[src/rtl/bus_arbiter.sv]
// Shared-bus arbiter: grants one master per read or write burst and counts beats.
// Optional BUS_ARB_ROUND_ROBIN_EN selects round-robin instead of fixed-priority arbitration.

package bus_arbiter_pkg;

  parameter int unsigned BUS_ADDR_W = 36;
  parameter int unsigned BUS_DATA_W = 32;
  parameter int unsigned BUS_LEN_W  = 5;

  typedef struct packed {
    logic                  awvalid;
    logic [BUS_ADDR_W-1:0] awaddr;
    logic [BUS_LEN_W-1:0]  wlen;
    logic                  wvalid;
    logic [BUS_DATA_W-1:0] wdata;
    logic                  wlast;
    logic                  bready;
    logic                  arvalid;
    logic [BUS_ADDR_W-1:0] araddr;
    logic [BUS_LEN_W-1:0]  rlen;
    logic                  rready;
  } bus_query_req_t;

  typedef struct packed {
    logic                  awready;
    logic                  wready;
    logic                  bvalid;
    logic                  arready;
    logic                  rvalid;
    logic [BUS_DATA_W-1:0] rdata;
    logic                  rlast;
  } bus_query_resp_t;

endpackage

module bus_arbiter
  import bus_arbiter_pkg::*;
#(
  parameter int unsigned N_MASTER = 2,
  parameter int unsigned CNT_W    = 5
) (
  input  logic                             clk,
  input  logic                             rst,
  input  bus_query_req_t  [N_MASTER-1:0]   m_req,
  output bus_query_resp_t [N_MASTER-1:0]   m_resp,
  output bus_query_req_t                   s_req,
  input  bus_query_resp_t                  s_resp,
  output logic            [N_MASTER-1:0]   grant,
  output logic                             busy,
  output logic                             protocol_err
);

  localparam int unsigned IDX_W = (N_MASTER > 1) ? $clog2(N_MASTER) : 1;
  localparam logic [CNT_W-1:0] CntMax = CNT_W'(16);

  typedef enum logic [1:0] {StIdle, StWrite, StRead} state_e;

  state_e              state_q, state_d;
  logic [N_MASTER-1:0] grant_q, grant_d;
  logic [IDX_W-1:0]    idx_q, idx_d;
  logic [CNT_W-1:0]    cnt_q, cnt_d;
  logic [CNT_W-1:0]    len_q, len_d;
  logic [CNT_W-1:0]    cnt_sat;

  logic [N_MASTER-1:0] req_vec;
  logic [IDX_W-1:0]    win_idx;
  logic                win_found;
  logic                win_wr;
  logic                len_hit;
  bus_query_req_t      g_req;

`ifdef BUS_ARB_ROUND_ROBIN_EN
  logic [IDX_W-1:0] ptr_q, ptr_d;
  logic [31:0]      cand;
`endif

  // A zero-length request is not a request at all.
  always_comb begin
    for (int i = 0; i < N_MASTER; i++) begin
      req_vec[i] = (m_req[i].awvalid && (m_req[i].wlen != '0)) ||
                   (m_req[i].arvalid && (m_req[i].rlen != '0));
    end
  end

  always_comb begin
    win_idx   = '0;
    win_found = 1'b0;
`ifdef BUS_ARB_ROUND_ROBIN_EN
    cand = '0;
    for (int k = 0; k < N_MASTER; k++) begin
      cand = (32'(ptr_q) + 32'(k) + 32'd1) % N_MASTER;
      if (!win_found && req_vec[IDX_W'(cand)]) begin
        win_idx   = IDX_W'(cand);
        win_found = 1'b1;
      end
    end
`else
    for (int i = N_MASTER - 1; i >= 0; i--) begin
      if (req_vec[i]) begin
        win_idx   = IDX_W'(i);
        win_found = 1'b1;
      end
    end
`endif
  end

  assign win_wr  = m_req[win_idx].awvalid && (m_req[win_idx].wlen != '0);
  assign g_req   = m_req[idx_q];
  assign cnt_sat = (cnt_q >= CntMax) ? cnt_q : cnt_q + CNT_W'(1);

  always_comb begin
    state_d      = state_q;
    grant_d      = grant_q;
    idx_d        = idx_q;
    cnt_d        = cnt_q;
    len_d        = len_q;
    s_req        = '0;
    m_resp       = '0;
    protocol_err = 1'b0;
    len_hit      = 1'b0;
`ifdef BUS_ARB_ROUND_ROBIN_EN
    ptr_d        = ptr_q;
`endif

    unique case (state_q)
      StIdle: begin
        if (win_found) begin
          grant_d          = '0;
          grant_d[win_idx] = 1'b1;
          idx_d            = win_idx;
          cnt_d            = '0;
`ifdef BUS_ARB_ROUND_ROBIN_EN
          ptr_d            = win_idx;
`endif
          if (win_wr) begin
            state_d = StWrite;
            len_d   = CNT_W'(m_req[win_idx].wlen);
          end else begin
            state_d = StRead;
            len_d   = CNT_W'(m_req[win_idx].rlen);
          end
        end
      end

      StWrite: begin
        s_req         = g_req;
        s_req.arvalid = 1'b0;
        s_req.araddr  = '0;
        s_req.rlen    = '0;
        s_req.rready  = 1'b0;

        m_resp[idx_q]        = s_resp;
        m_resp[idx_q].rvalid = 1'b0;
        m_resp[idx_q].rlast  = 1'b0;
        m_resp[idx_q].rdata  = '0;

        if (g_req.wvalid && s_resp.wready) begin
          cnt_d = cnt_sat;
        end
        // cnt_d already includes a beat accepted in the same cycle as the response.
        if (s_resp.bvalid && g_req.bready) begin
          state_d      = StIdle;
          grant_d      = '0;
          protocol_err = (cnt_d != len_q);
        end
      end

      StRead: begin
        s_req         = g_req;
        s_req.awvalid = 1'b0;
        s_req.awaddr  = '0;
        s_req.wlen    = '0;
        s_req.wvalid  = 1'b0;
        s_req.wdata   = '0;
        s_req.wlast   = 1'b0;
        s_req.bready  = 1'b0;

        m_resp[idx_q]         = s_resp;
        m_resp[idx_q].awready = 1'b0;
        m_resp[idx_q].wready  = 1'b0;
        m_resp[idx_q].bvalid  = 1'b0;

        if (s_resp.rvalid && g_req.rready) begin
          cnt_d   = cnt_sat;
          len_hit = (cnt_sat == len_q);
          // Whichever of rlast or the length count comes first ends the burst.
          if (s_resp.rlast || len_hit) begin
            state_d      = StIdle;
            grant_d      = '0;
            protocol_err = (s_resp.rlast != len_hit);
          end
        end
      end

      default: begin
        state_d = StIdle;
        grant_d = '0;
      end
    endcase
  end

  always_ff @(posedge clk or posedge rst) begin
    if (rst) begin
      state_q <= StIdle;
      grant_q <= '0;
      idx_q   <= '0;
      cnt_q   <= '0;
      len_q   <= '0;
    end else begin
      state_q <= state_d;
      grant_q <= grant_d;
      idx_q   <= idx_d;
      cnt_q   <= cnt_d;
      len_q   <= len_d;
    end
  end

`ifdef BUS_ARB_ROUND_ROBIN_EN
  always_ff @(posedge clk or posedge rst) begin
    if (rst) begin
      ptr_q <= '0;
    end else begin
      ptr_q <= ptr_d;
    end
  end
`endif

  assign grant = grant_q;
  assign busy  = (state_q != StIdle);

endmodule

[config.mk]
export PLATFORM = sky130hd
export DESIGN_NAME = bus_arbiter
export DESIGN_NICKNAME = d
export VERILOG_FILES = /design/src/rtl/bus_arbiter.sv
export SDC_FILE = /design/constraint.sdc
export NUM_CORES = 1
export LEC_CHECK = 0
export ABC_AREA = 1
export ABC_CLOCK_PERIOD_IN_PS = 2400
export CAP_MARGIN = 10
export CORE_AREA = 10 10 176 178
export DETAILED_ROUTE_END_ITERATION = 6
export DIE_AREA = 0 0 186 188
export GPL_ROUTABILITY_DRIVEN = 0
export PLACE_DENSITY = 0.56
export SLEW_MARGIN = 20
export SYNTH_ARGS = -nofsm -noshare
export SYNTH_HDL_FRONTEND = slang
export SYNTH_SLANG_ARGS = --single-unit
[constraint.sdc]
create_clock -name clk -period 2.4 [get_ports clk]
set_input_delay 0.24 -clock clk [delete_from_list [all_inputs] [get_ports clk]]
set_output_delay 0.24 -clock clk [all_outputs]
set_load 0.05 [all_outputs]
==> reports/results.ini <==
[run_status]
outcome = finished, violations left
violations = setup timing

[cts]
numCtsBuffers = 3
clkSlewWorstSetupHoldPaths_ns = 0.05
cts_tree = yes
cts.sinks = 15
clock-root-buffer = clkbuf_16
cts.path.max_buffers = 2
ctsHtreeMaxLevel = 1
clock_latency_ns = 0.25
cts_hold_buffers = 0

[critical_path]
worst-setup-path-type = reg -> out
worst_setup_path_end_kind = output pin
worstSetupStartpointType = register
cp_common_cell = nand4_1
cp_slowest_cell = dfrtp_1
crit_arrival_ns = 2.23
startpoint = cnt_q[0]
regToRegStartpoint = cnt_q[0]
path_cells = buf_6 > nand4_1 > xor2_2 > xor2_1 > nand4_1 > ha_1 > nand4_1 > a21boi_2 > buf_12
reg2reg_to = grant[0]
worstRegToRegCells = 11
r2r_slack_ns = 0.28
crit_fanout = 3
slowest_delay_ns = 0.39
required_ns = 2.16

[detailed_routing]
wl_per_cell_um = 20.1
drtIter0Drc = 219
vias = 6682
drcViolationCount = 0
first_pass_iters = 6
postRouteAntennaNets = 0
via_per_inst = 4.31
wirelength_mm = 31.1

[floorplanning]
fp.dieH_um = 188
rows = 61
fp.dieArea_sq_um = 35000
io_pins = 480
start_util = 0.134
die_w_um = 186
core-area_sq_um = 27500

[synthesis]
seq_area_frac_synth = 0.102
yosys_warnings = 0
syn_area_sq_um = 3670
synth.distinct_cells = 33
ys_top_cells_by_area = nor2_1 25%, nor3_1 24%, dfrtp_1 10%, inv_1 8.0%, nand2_1 6.1%
synth_area_per_cell_sq_um = 4.95
synth_seq_cells = 15
synth_top_area_share = 0.253
synth.largest_area_cell = nor2_1
synth_nets = 1029
syn-instance-count = 742

[pwr]
p_leak_uw = 0.00470
pwr-share-clk = 0.034
powerDensity_nw_per_um2 = 788
max-vdd-ir-drop_mv = 0.358
p_int_uw = 4110
netSwitchingFraction = 0.563
p_comb_frac = 0.914
seqPwrFrac = 0.051
switchingPower_uw = 5280

[layout]
nFillCells = 2719
layout-drive-gt1-share = 0.334
fin_util = 0.433
area_delta_synth_final_pct = 224
ff_latch_area_sq_um = 380
finalInstanceArea_sq_um = 11900
multi_input_area_sq_um = 3590
layout.nets = 1490

[timing]
setup_viol = 1
hold_violations = 0
fin_ws_ns = -0.0692
slew_violations = 0
slew-limit-headroom = 0.621
finalCritPeriodShare = 1.03
worst_pin_slew_ns = 0.568
rsz0062_at_grt = yes
fin_skew_ns = 0.00597
min_period_ns = 2.47
clock.fmax_mhz = 405

[placed_design]
portBuffers = 479
hpwl_mm = 27.1
dpl_cell_area_sq_um = 11500

[global_routing]
grt_usage = 0.163
gr-total-overflow = 0
grt_max_degree = 78
grt_first_pass_wirelength_mm = 43.9
antenna_found_initial = 3
first_global_vias = 6781

[worst_hold_path]
worstHoldPathType = in -> async

[job]
max-cap-violations = 0

metal layers:
| metal | vias to the layer above | GRT usage | share of wire |
|---|---|---|---|
| li1 | 3305 | - | - |
| met1 | 3042 | 0.169 | 0.36 |
| met2 | 315 | 0.306 | 0.51 |
| met3 | 18 | 0.0634 | 0.11 |
| met4 | 2 | 0.0245 | 0.014 |
| met5 | - | 0 | 0.00023 |
layout by cell type (no fill, tap or decap), drive strengths merged:
cell type	count
clkdlybuf4s50	282
o21bai	1
clkbuf	3
diode	1
dfrtp	15
a21boi	2
nand3	19
mux2i	1
nand4	3
clkinv	2
a211oi	7
buf	229
inv	80
xnor2	1
nor3	177
o21ai	25
o21a	1
o22ai	5
a21oi	13
a31oi	1
or2	1
ha	7
nand2	66
nor2	249
o2111ai	1
xor2	11
sequential cells by signal, summed over array words and instances (netlist names):
register and flops:
len_q 5, idx_q 1, state_q 2, cnt_q 5
grant 2
power by group through the flow:
stage / clock (uW) / combinational, uW / sequential, uW
after CTS: 328 / 8440 / 477
after detailed placement: 0 / 8350 / 476
after global routing: 342 / 9050 / 498
final: 324 / 8580 / 479
after floorplan: 0 / 4430 / 477
after global placement: 0 / 8300 / 471
synthesized netlist by cell type:
master and instances:
a211oi_1 7, a21boi_1 2, a21oi_1 13, a31oi_1 1, buf_1 8, buf_2 1, buf_8 1, clkbuf_1 45
clkinv_4 1, dfrtp_1 15, ha_1 7, inv_1 78, inv_2 2, mux2i_1 1, nand2_1 60, nand2_2 5
nand2_4 1, nand3_1 17, nand3_2 2, nand4_1 3, nor2_1 248, nor2_4 1, nor3_1 177, o2111ai_1 1
o21a_1 1, o21ai_0 19, o21ai_1 3, o21ai_2 3, o21bai_4 1, o22ai_1 5, or2_2 1, xnor2_1 1
xor2_1 11
kinds of logic after synthesis:
kind of cell,Yosys count,synth area share
multiplexers,1,0.00272
AO/OA/AOI/OAI,56,0.0930
flip-flops,15,0.102
buffers and inverters,136,0.144
adder cells (fa/ha/maj),7,0.0238
AND/OR/NAND/NOR,515,0.606
XOR/XNOR,12,0.0286
worst max-delay path: cells and delay by family, from the launching register on:
kind                       cells  cell delay (ns)
xor gates and xnor gates       2             0.40
DFF                            1             0.39
and+or+nand+nor                3             0.39
buffers and inverters          2             0.30
AOI/OAI and AO/OA              1             0.21
adders and majority gates      1             0.29
timing repair:
action	in CTS	in global routing
pin swaps	11	5
buffers inserted	5	3
endpoints found under the setup margin	1	97
resized for setup	11	32
cell type report:
class / instances / area share
diodes: 1 / 0.000210
well taps: 346 / 0.0363
inverters: 81 / 0.0262
multi-input cells: 591 / 0.302
clock buffers: 3 / 0.00630
repair buffers: 511 / 0.597
clock inverters: 1 / 0.000420
flip-flops and latches: 15 / 0.0319
worst max path at each step:
stage / end / slack, ns / cells past startpoint
final: protocol_err / -0.07 / 9
after global routing: protocol_err / -0.18 / 10
after CTS: protocol_err / -0.04 / 9
after detailed placement: protocol_err / 0.01 / 10
after global placement: protocol_err / 0.1 / 10
after floorplan: s_req[119] / -0.18 / 5
per-stage QoR:
stage                     total power [uW]  setup WS [ns]  instances  hold slack [ns]  setup TNS [ns]
final                                 9380        -0.0692       1549            0.354         -0.0692
after global routing                  9890         -0.177       1548            0.424          -0.540
after CTS                             9250        -0.0444       1545            0.382         -0.0444
after detailed placement              8820         0.0112       1536            0.478               0
after global placement                8770         0.0966       1536            0.476               0
after floorplan                       4900         -0.183        742            0.141           -8.27
Note: power is estimated with default switching activity, not from simulation.
